## config.mk

```make
export PLATFORM = sky130hd
export DESIGN_NAME = controle_contexto_flat
export DESIGN_NICKNAME = d
export VERILOG_FILES = /design/src/rtl/controle_contexto_if.sv /design/src/rtl/controle_contexto.sv /design/src/flat_wrapper.sv
export SDC_FILE = /design/constraint.sdc
export NUM_CORES = 2
export LEC_CHECK = 0
export ABC_AREA = 0
export CAP_MARGIN = 5
export CORE_MARGIN = 3
export CORE_UTILIZATION = 34
export CTS_BUF_LIST = sky130_fd_sc_hd__clkbuf_16
export DETAILED_ROUTE_END_ITERATION = 12
export PLACE_DENSITY_LB_ADDON = 0.1
export SYNTH_ARGS = -nofsm -noshare
export SYNTH_HDL_FRONTEND = slang
export SYNTH_SLANG_ARGS = --single-unit
```

## constraint.sdc

```tcl
create_clock -name Clock -period 39.5 [get_ports Clock]
set_input_delay 5.925 -clock Clock [delete_from_list [all_inputs] [get_ports Clock]]
set_output_delay 5.925 -clock Clock [all_outputs]
set_load 0.005 [all_outputs]
```

## src/rtl/controle_contexto_if.sv

```systemverilog
// controle_contexto_if
//   Groups the core-facing signals of the program-counter / process-context
//   unit. Clock and reset are kept outside as plain module ports.
//   Signals:
//     InputPC             core -> ctx  next PC, already branch/jump resolved
//     Halt                core -> ctx  freeze PC, quantum counter and requests
//     TrocaReq            core -> ctx  one-cycle switch request
//     PID_CPU             core -> ctx  target PID for TrocaReq
//     PreemptEn           core -> ctx  enables quantum preemption
//     Endereco            ctx -> core  current process-relative PC
//     DeslocamentoMemoria ctx -> core  memory base of the running process
//     PID_Atual           ctx -> core  running PID (0 = kernel)
//     Stall               ctx -> core  switch in progress, do not commit
//   Modports: master = core side, slave = context unit.
interface controle_contexto_if;
  logic [31:0] InputPC;
  logic        Halt;
  logic        TrocaReq;
  logic [4:0]  PID_CPU;
  logic        PreemptEn;
  logic [31:0] Endereco;
  logic [31:0] DeslocamentoMemoria;
  logic [4:0]  PID_Atual;
  logic        Stall;

  modport master (
    output InputPC, Halt, TrocaReq, PID_CPU, PreemptEn,
    input  Endereco, DeslocamentoMemoria, PID_Atual, Stall
  );

  modport slave (
    input  InputPC, Halt, TrocaReq, PID_CPU, PreemptEn,
    output Endereco, DeslocamentoMemoria, PID_Atual, Stall
  );
endinterface

```

## src/rtl/controle_contexto.sv

```systemverilog
// controle_contexto
//   Program counter and process context unit feeding the single-cycle core.
//   Holds the PC of the running process, a saved-PC table per PID, and
//   performs two-cycle context switches (SAVE then LOAD) on a syscall
//   request or on quantum expiry of a user process.
//   Ports:
//     Clock  rising-edge clock
//     Reset  asynchronous active-high reset, clears all state and the table
//     bus    controle_contexto_if.slave (see interface file for signals)
module controle_contexto #(
  parameter int unsigned QUANTUM   = 64,
  parameter int unsigned PAGE_LOG2 = 10,
  parameter int unsigned NUM_PROC  = 32
) (
  input logic                 Clock,
  input logic                 Reset,
  controle_contexto_if.slave  bus
);

  localparam int unsigned CNT_W = $clog2(QUANTUM) + 1;

  typedef enum logic [1:0] {
    RUN  = 2'd0,
    SAVE = 2'd1,
    LOAD = 2'd2
  } state_t;

  state_t           state_q, state_d;
  logic [31:0]      pc_q, pc_d;
  logic [31:0]      ret_q, ret_d;
  logic [4:0]       pid_q, pid_d;
  logic [4:0]       target_q, target_d;
  logic [CNT_W-1:0] cnt_q, cnt_d;
  logic [31:0]      tabela_q [NUM_PROC];
  logic [31:0]      tabela_d [NUM_PROC];

  logic user_preempt;
  logic expiry;

  assign user_preempt = (pid_q != '0) && bus.PreemptEn;
  // Compare against the pre-increment value: the QUANTUM-th committed cycle
  // of the process is the one that triggers the switch.
  assign expiry       = user_preempt && (cnt_q == CNT_W'(QUANTUM - 1));

  always_comb begin
    state_d  = state_q;
    pc_d     = pc_q;
    ret_d    = ret_q;
    pid_d    = pid_q;
    target_d = target_q;
    cnt_d    = cnt_q;
    tabela_d = tabela_q;

    case (state_q)
      RUN: begin
        if (!bus.Halt) begin
          if (user_preempt) cnt_d = cnt_q + CNT_W'(1);
          if (bus.TrocaReq) begin
            // Syscall wins over expiry; PC stays so the core sees no commit.
            target_d = bus.PID_CPU;
            ret_d    = bus.InputPC;
            state_d  = SAVE;
          end else begin
            pc_d = bus.InputPC;
            if (expiry) begin
              target_d = '0;
              ret_d    = bus.InputPC;
              state_d  = SAVE;
            end
          end
        end
      end
      SAVE: begin
        tabela_d[pid_q] = ret_q;
        state_d         = LOAD;
      end
      LOAD: begin
        // Table written in SAVE is visible here, so a same-PID switch
        // resumes at the latched return address.
        pid_d   = target_q;
        pc_d    = tabela_q[target_q];
        cnt_d   = '0;
        state_d = RUN;
      end
      default: state_d = RUN;
    endcase
  end

  always_ff @(posedge Clock or posedge Reset) begin
    if (Reset) begin
      state_q  <= RUN;
      pc_q     <= '0;
      ret_q    <= '0;
      pid_q    <= '0;
      target_q <= '0;
      cnt_q    <= '0;
      for (int unsigned i = 0; i < NUM_PROC; i++) tabela_q[i] <= '0;
    end else begin
      state_q  <= state_d;
      pc_q     <= pc_d;
      ret_q    <= ret_d;
      pid_q    <= pid_d;
      target_q <= target_d;
      cnt_q    <= cnt_d;
      tabela_q <= tabela_d;
    end
  end

  assign bus.Endereco            = pc_q;
  assign bus.PID_Atual           = pid_q;
  assign bus.DeslocamentoMemoria = 32'(pid_q) << PAGE_LOG2;
  assign bus.Stall               = (state_q != RUN);

endmodule
```

## src/flat_wrapper.sv

```systemverilog
// flat-port wrapper written by rule: the top's interface ports become plain ports
module controle_contexto_flat 
#(
  parameter int unsigned QUANTUM   = 64,
  parameter int unsigned PAGE_LOG2 = 10,
  parameter int unsigned NUM_PROC  = 32
)
  (Clock, Reset, bus_InputPC, bus_Halt, bus_TrocaReq, bus_PID_CPU, bus_PreemptEn, bus_Endereco, bus_DeslocamentoMemoria, bus_PID_Atual, bus_Stall);
  controle_contexto_if bus_i ();
  input logic Clock;
  input logic Reset;
  input wire logic [$bits(bus_i.InputPC)-1:0] bus_InputPC;
  input wire logic [$bits(bus_i.Halt)-1:0] bus_Halt;
  input wire logic [$bits(bus_i.TrocaReq)-1:0] bus_TrocaReq;
  input wire logic [$bits(bus_i.PID_CPU)-1:0] bus_PID_CPU;
  input wire logic [$bits(bus_i.PreemptEn)-1:0] bus_PreemptEn;
  output wire logic [$bits(bus_i.Endereco)-1:0] bus_Endereco;
  output wire logic [$bits(bus_i.DeslocamentoMemoria)-1:0] bus_DeslocamentoMemoria;
  output wire logic [$bits(bus_i.PID_Atual)-1:0] bus_PID_Atual;
  output wire logic [$bits(bus_i.Stall)-1:0] bus_Stall;
  assign bus_i.InputPC = bus_InputPC;
  assign bus_i.Halt = bus_Halt;
  assign bus_i.TrocaReq = bus_TrocaReq;
  assign bus_i.PID_CPU = bus_PID_CPU;
  assign bus_i.PreemptEn = bus_PreemptEn;
  assign bus_Endereco = bus_i.Endereco;
  assign bus_DeslocamentoMemoria = bus_i.DeslocamentoMemoria;
  assign bus_PID_Atual = bus_i.PID_Atual;
  assign bus_Stall = bus_i.Stall;
  controle_contexto #(.QUANTUM(QUANTUM), .PAGE_LOG2(PAGE_LOG2), .NUM_PROC(NUM_PROC)) u_core (.Clock(Clock), .Reset(Reset), .bus(bus_i));
endmodule
```

==> impl_metrics.toml <==
[grt]
track_usage_pct = 20.4
grt_max_degree = 171
grt-ovfl-total = 0
antenna_found_initial = 9
grt_pass1_vias = 32400
grt_pass1_wl_mm = 227

[critical_path]
cp_slowest_cell = "buf_4"
crit_chain = "clkdlybuf4s50_1 -> inv_8 -> buf_4 -> buf_4 -> buf_12 -> buf_4"
crit_type = "in2async"
r2r_slack_ps = 34420
rr_endpoint = "u_core.bus.Endereco[11]"
cp_top_family = "buffers and inverters"
end_kind = "async pin"
critPathMaxFanout = 170
cpPeakStageDelay_ps = 910
crit_buf_inv = 6
crit_arrival_ps = 10680
r2r-start = "u_core.target_q[0]"
critical_path.most_common_cell = "buf_4"
worst_r2r_path_depth = 7
cp-start-kind = "input pin"
crit_required_ps = 40220

[clock_tree]
htreeDepth = 4
clk_latency_ps = 760
cts_resized = 0
clkSinkCount = 1107
cts_setup_buffers = 0
hold_buffers = 0
clk_pin_slew_ps = 50
clockRootBuffer = "clkbuf_16"
cts_tree = "done"
clock_path_buffers = 3
cts_buffers = 133

[synthesis]
mappedNetlistArea_um2 = 50100
synth-edff-count = 0
synth_top_area_share_pct = 55.3
syn_inst = 3434
synth_top_area_cell = "dfrtp_1"
ys_types = 40
synthArstFlopShare_pct = 100
synth.avg_cell_area_um2 = 14.6
yosysWarnings = 0
synth_top_cells_by_area = "dfrtp_1 55%, mux2_2 23%, mux4_2 5.8%"
synth_seq_area_share_pct = 55.3
synth_ff_type = "dfrtp_1"
ys_ff_latch = 1107

[routing]
ant_nets = 0
dr.pass1.iters = 5
via_per_inst = 5.51
drc = 0
via_count = 29800
wl_mm = 155
drt-initial-drc-count = 1859
wl_per_cell_um = 28.6

[pwr]
power.total_mw = 3.62
vdd_drop_max_v = 0.0000403
pwr-share-clk_pct = 31.4
swShare_pct = 29.2
p_switching_mw = 1.06
power_frac_seq_pct = 47.0
p_int_mw = 2.57
p_per_area_nw_per_um2 = 64.0
combPwrFrac_pct = 21.6
leakage_nw = 26.0

[finish]
drive_gt1_share_pct = 42.2
final_area_um2 = 56600
final_cell_mix = "1,103 x dfrtp_1, 1,039 x mux2_2, 261 x mux2i_1"
area_delta_synth_final_pct = 13.1
layoutNonFillerInstCount = 5409
mostFrequentLayoutCell = "dfrtp_1"
diodes = 0
fillers = 13400
nets = 3438

[timing]
tightest_slew_ps = 1310
fin_setup_tns_ps = 0
final-hold-violation-count = 0
fin_skew_ps = 24.4
max_clock_freq_mhz = 100
hold_ws_ps = 484
period_needed_ps = 9960
rsz0062_at_grt = "false"
setup_viol = 0
drv_slew = 0
relSlewSlack_pct = 12.7
period_share_pct = 25.2

[hold_path]
hold_depth = 1
hp-class = "reg2reg"
hold_end = "u_core.tabela_q[46]"
hold_start = "u_core.tabela_q[46]"

[floorplanning]
core.rowCount = 140
fp.coreArea_um2 = 146000
die_y_um = 390
die_w_um = 390
dieArea_um2 = 152000
initial_core_util_pct = 34.3
io_pins = 112

[placed_design]
placed_cells = 5177
gp_congestion = 0.736
dpl.hpwl_mm = 87.2
place_area_um2 = 52600
io_buffers = 84

[status]
status = "finished clean"

[flow_run]
cap_violations = 0
registers in the layout, summed over array words and instances, names as in the netlist:
signal	flops
u_core.bus.Endereco	32
u_core.state_q	2
u_core.ret_q	32
u_core.cnt_q	7
u_core.target_q	5
u_core.tabela_q	1024
u_core.bus.PID_Atual	5
synthesized netlist by cell type (8+ instances only):
library cell     n
a31oi_1         26
mux4_2         128
nor2_1         121
buf_1           61
mux2i_1        261
a21o_1          25
clkbuf_1       147
inv_1            8
nand2_1         36
buf_2           96
a22oi_1        185
a311oi_1        25
a21oi_1         10
nand3_1         30
mux2_4          14
mux2_2        1039
buf_4           44
dfrtp_1       1107
how the worst max path moves through the flow:
| stage | startpoint | endpoint | slack (ps) | cells past startpoint |
|---|---|---|---|---|
| after CTS | Reset | u_core.tabela_q[283] | 29400 | 6 |
| final | Reset | u_core.tabela_q[27] | 29540 | 6 |
| after detailed placement | Reset | u_core.tabela_q[27] | 28590 | 6 |
| after floorplan | Reset | u_core.bus.Endereco[0] | 2410 | 1 |
| after global routing | Reset | u_core.tabela_q[27] | 28810 | 6 |
| after global placement | Reset | u_core.tabela_q[27] | 28850 | 6 |
cell type report:
type                            count  area [um2]  share of cell area, %
Tap cell                         1917        2400                   4.24
Clock buffer                      139        3480                   6.14
Clock inverter                     93         547                  0.966
Timing Repair Buffer              153        1410                   2.49
Sequential cell                  1107       27700                   48.9
Inverter                            9        41.3                 0.0729
Multi-Input combinational cell   1991       21000                   37.1
metal layers:
| metal | routed length (um) | vias to the layer above | share of wire [%] | track usage, % |
|---|---|---|---|---|
| met5 | 0 | - | 0 | 0 |
| met4 | 3610 | 0 | 2.3 | 5.61 |
| met3 | 6870 | 222 | 4.4 | 3.28 |
| li1 | - | 12500 | - | - |
| met2 | 71900 | 733 | 47 | 32.4 |
| met1 | 72200 | 16300 | 47 | 29.0 |
through the flow:
step           setup WS [ps]  util (%)
2_1_floorplan           2410         -
3_3_place_gp           28850      36.0
3_5_place_dp           28590      36.0
4_1_cts                29400      38.8
5_1_grt                28810      38.8
6_report               29540      38.8
power groups by stage:
stage	Combinational (mW)	Sequential, mW	Clock, mW
after floorplan	0.654	1.60	0
after CTS	0.794	1.70	1.18
after global routing	0.849	1.75	1.22
after detailed placement	0.792	1.72	0
after global placement	0.767	1.69	0
final	0.782	1.70	1.14
logic make-up (layout without fill, tap and decap cells):
family | Yosys count | count (layout) | share of synthesized area [%]
adders and majority gates | 1 | 1 | 0.0250
muxes | 1449 | 1449 | 34.9
xor gates and xnor gates | 5 | 5 | 0.0875
AOI/OAI and AO/OA | 296 | 296 | 4.47
other | 1 | 27 | 0.00749
DFF | 1107 | 1107 | 55.3
buffers and inverters | 362 | 394 | 3.36
and+or+nand+nor | 213 | 213 | 1.80
No activity file was read; power rests on OpenSTA's default activity.
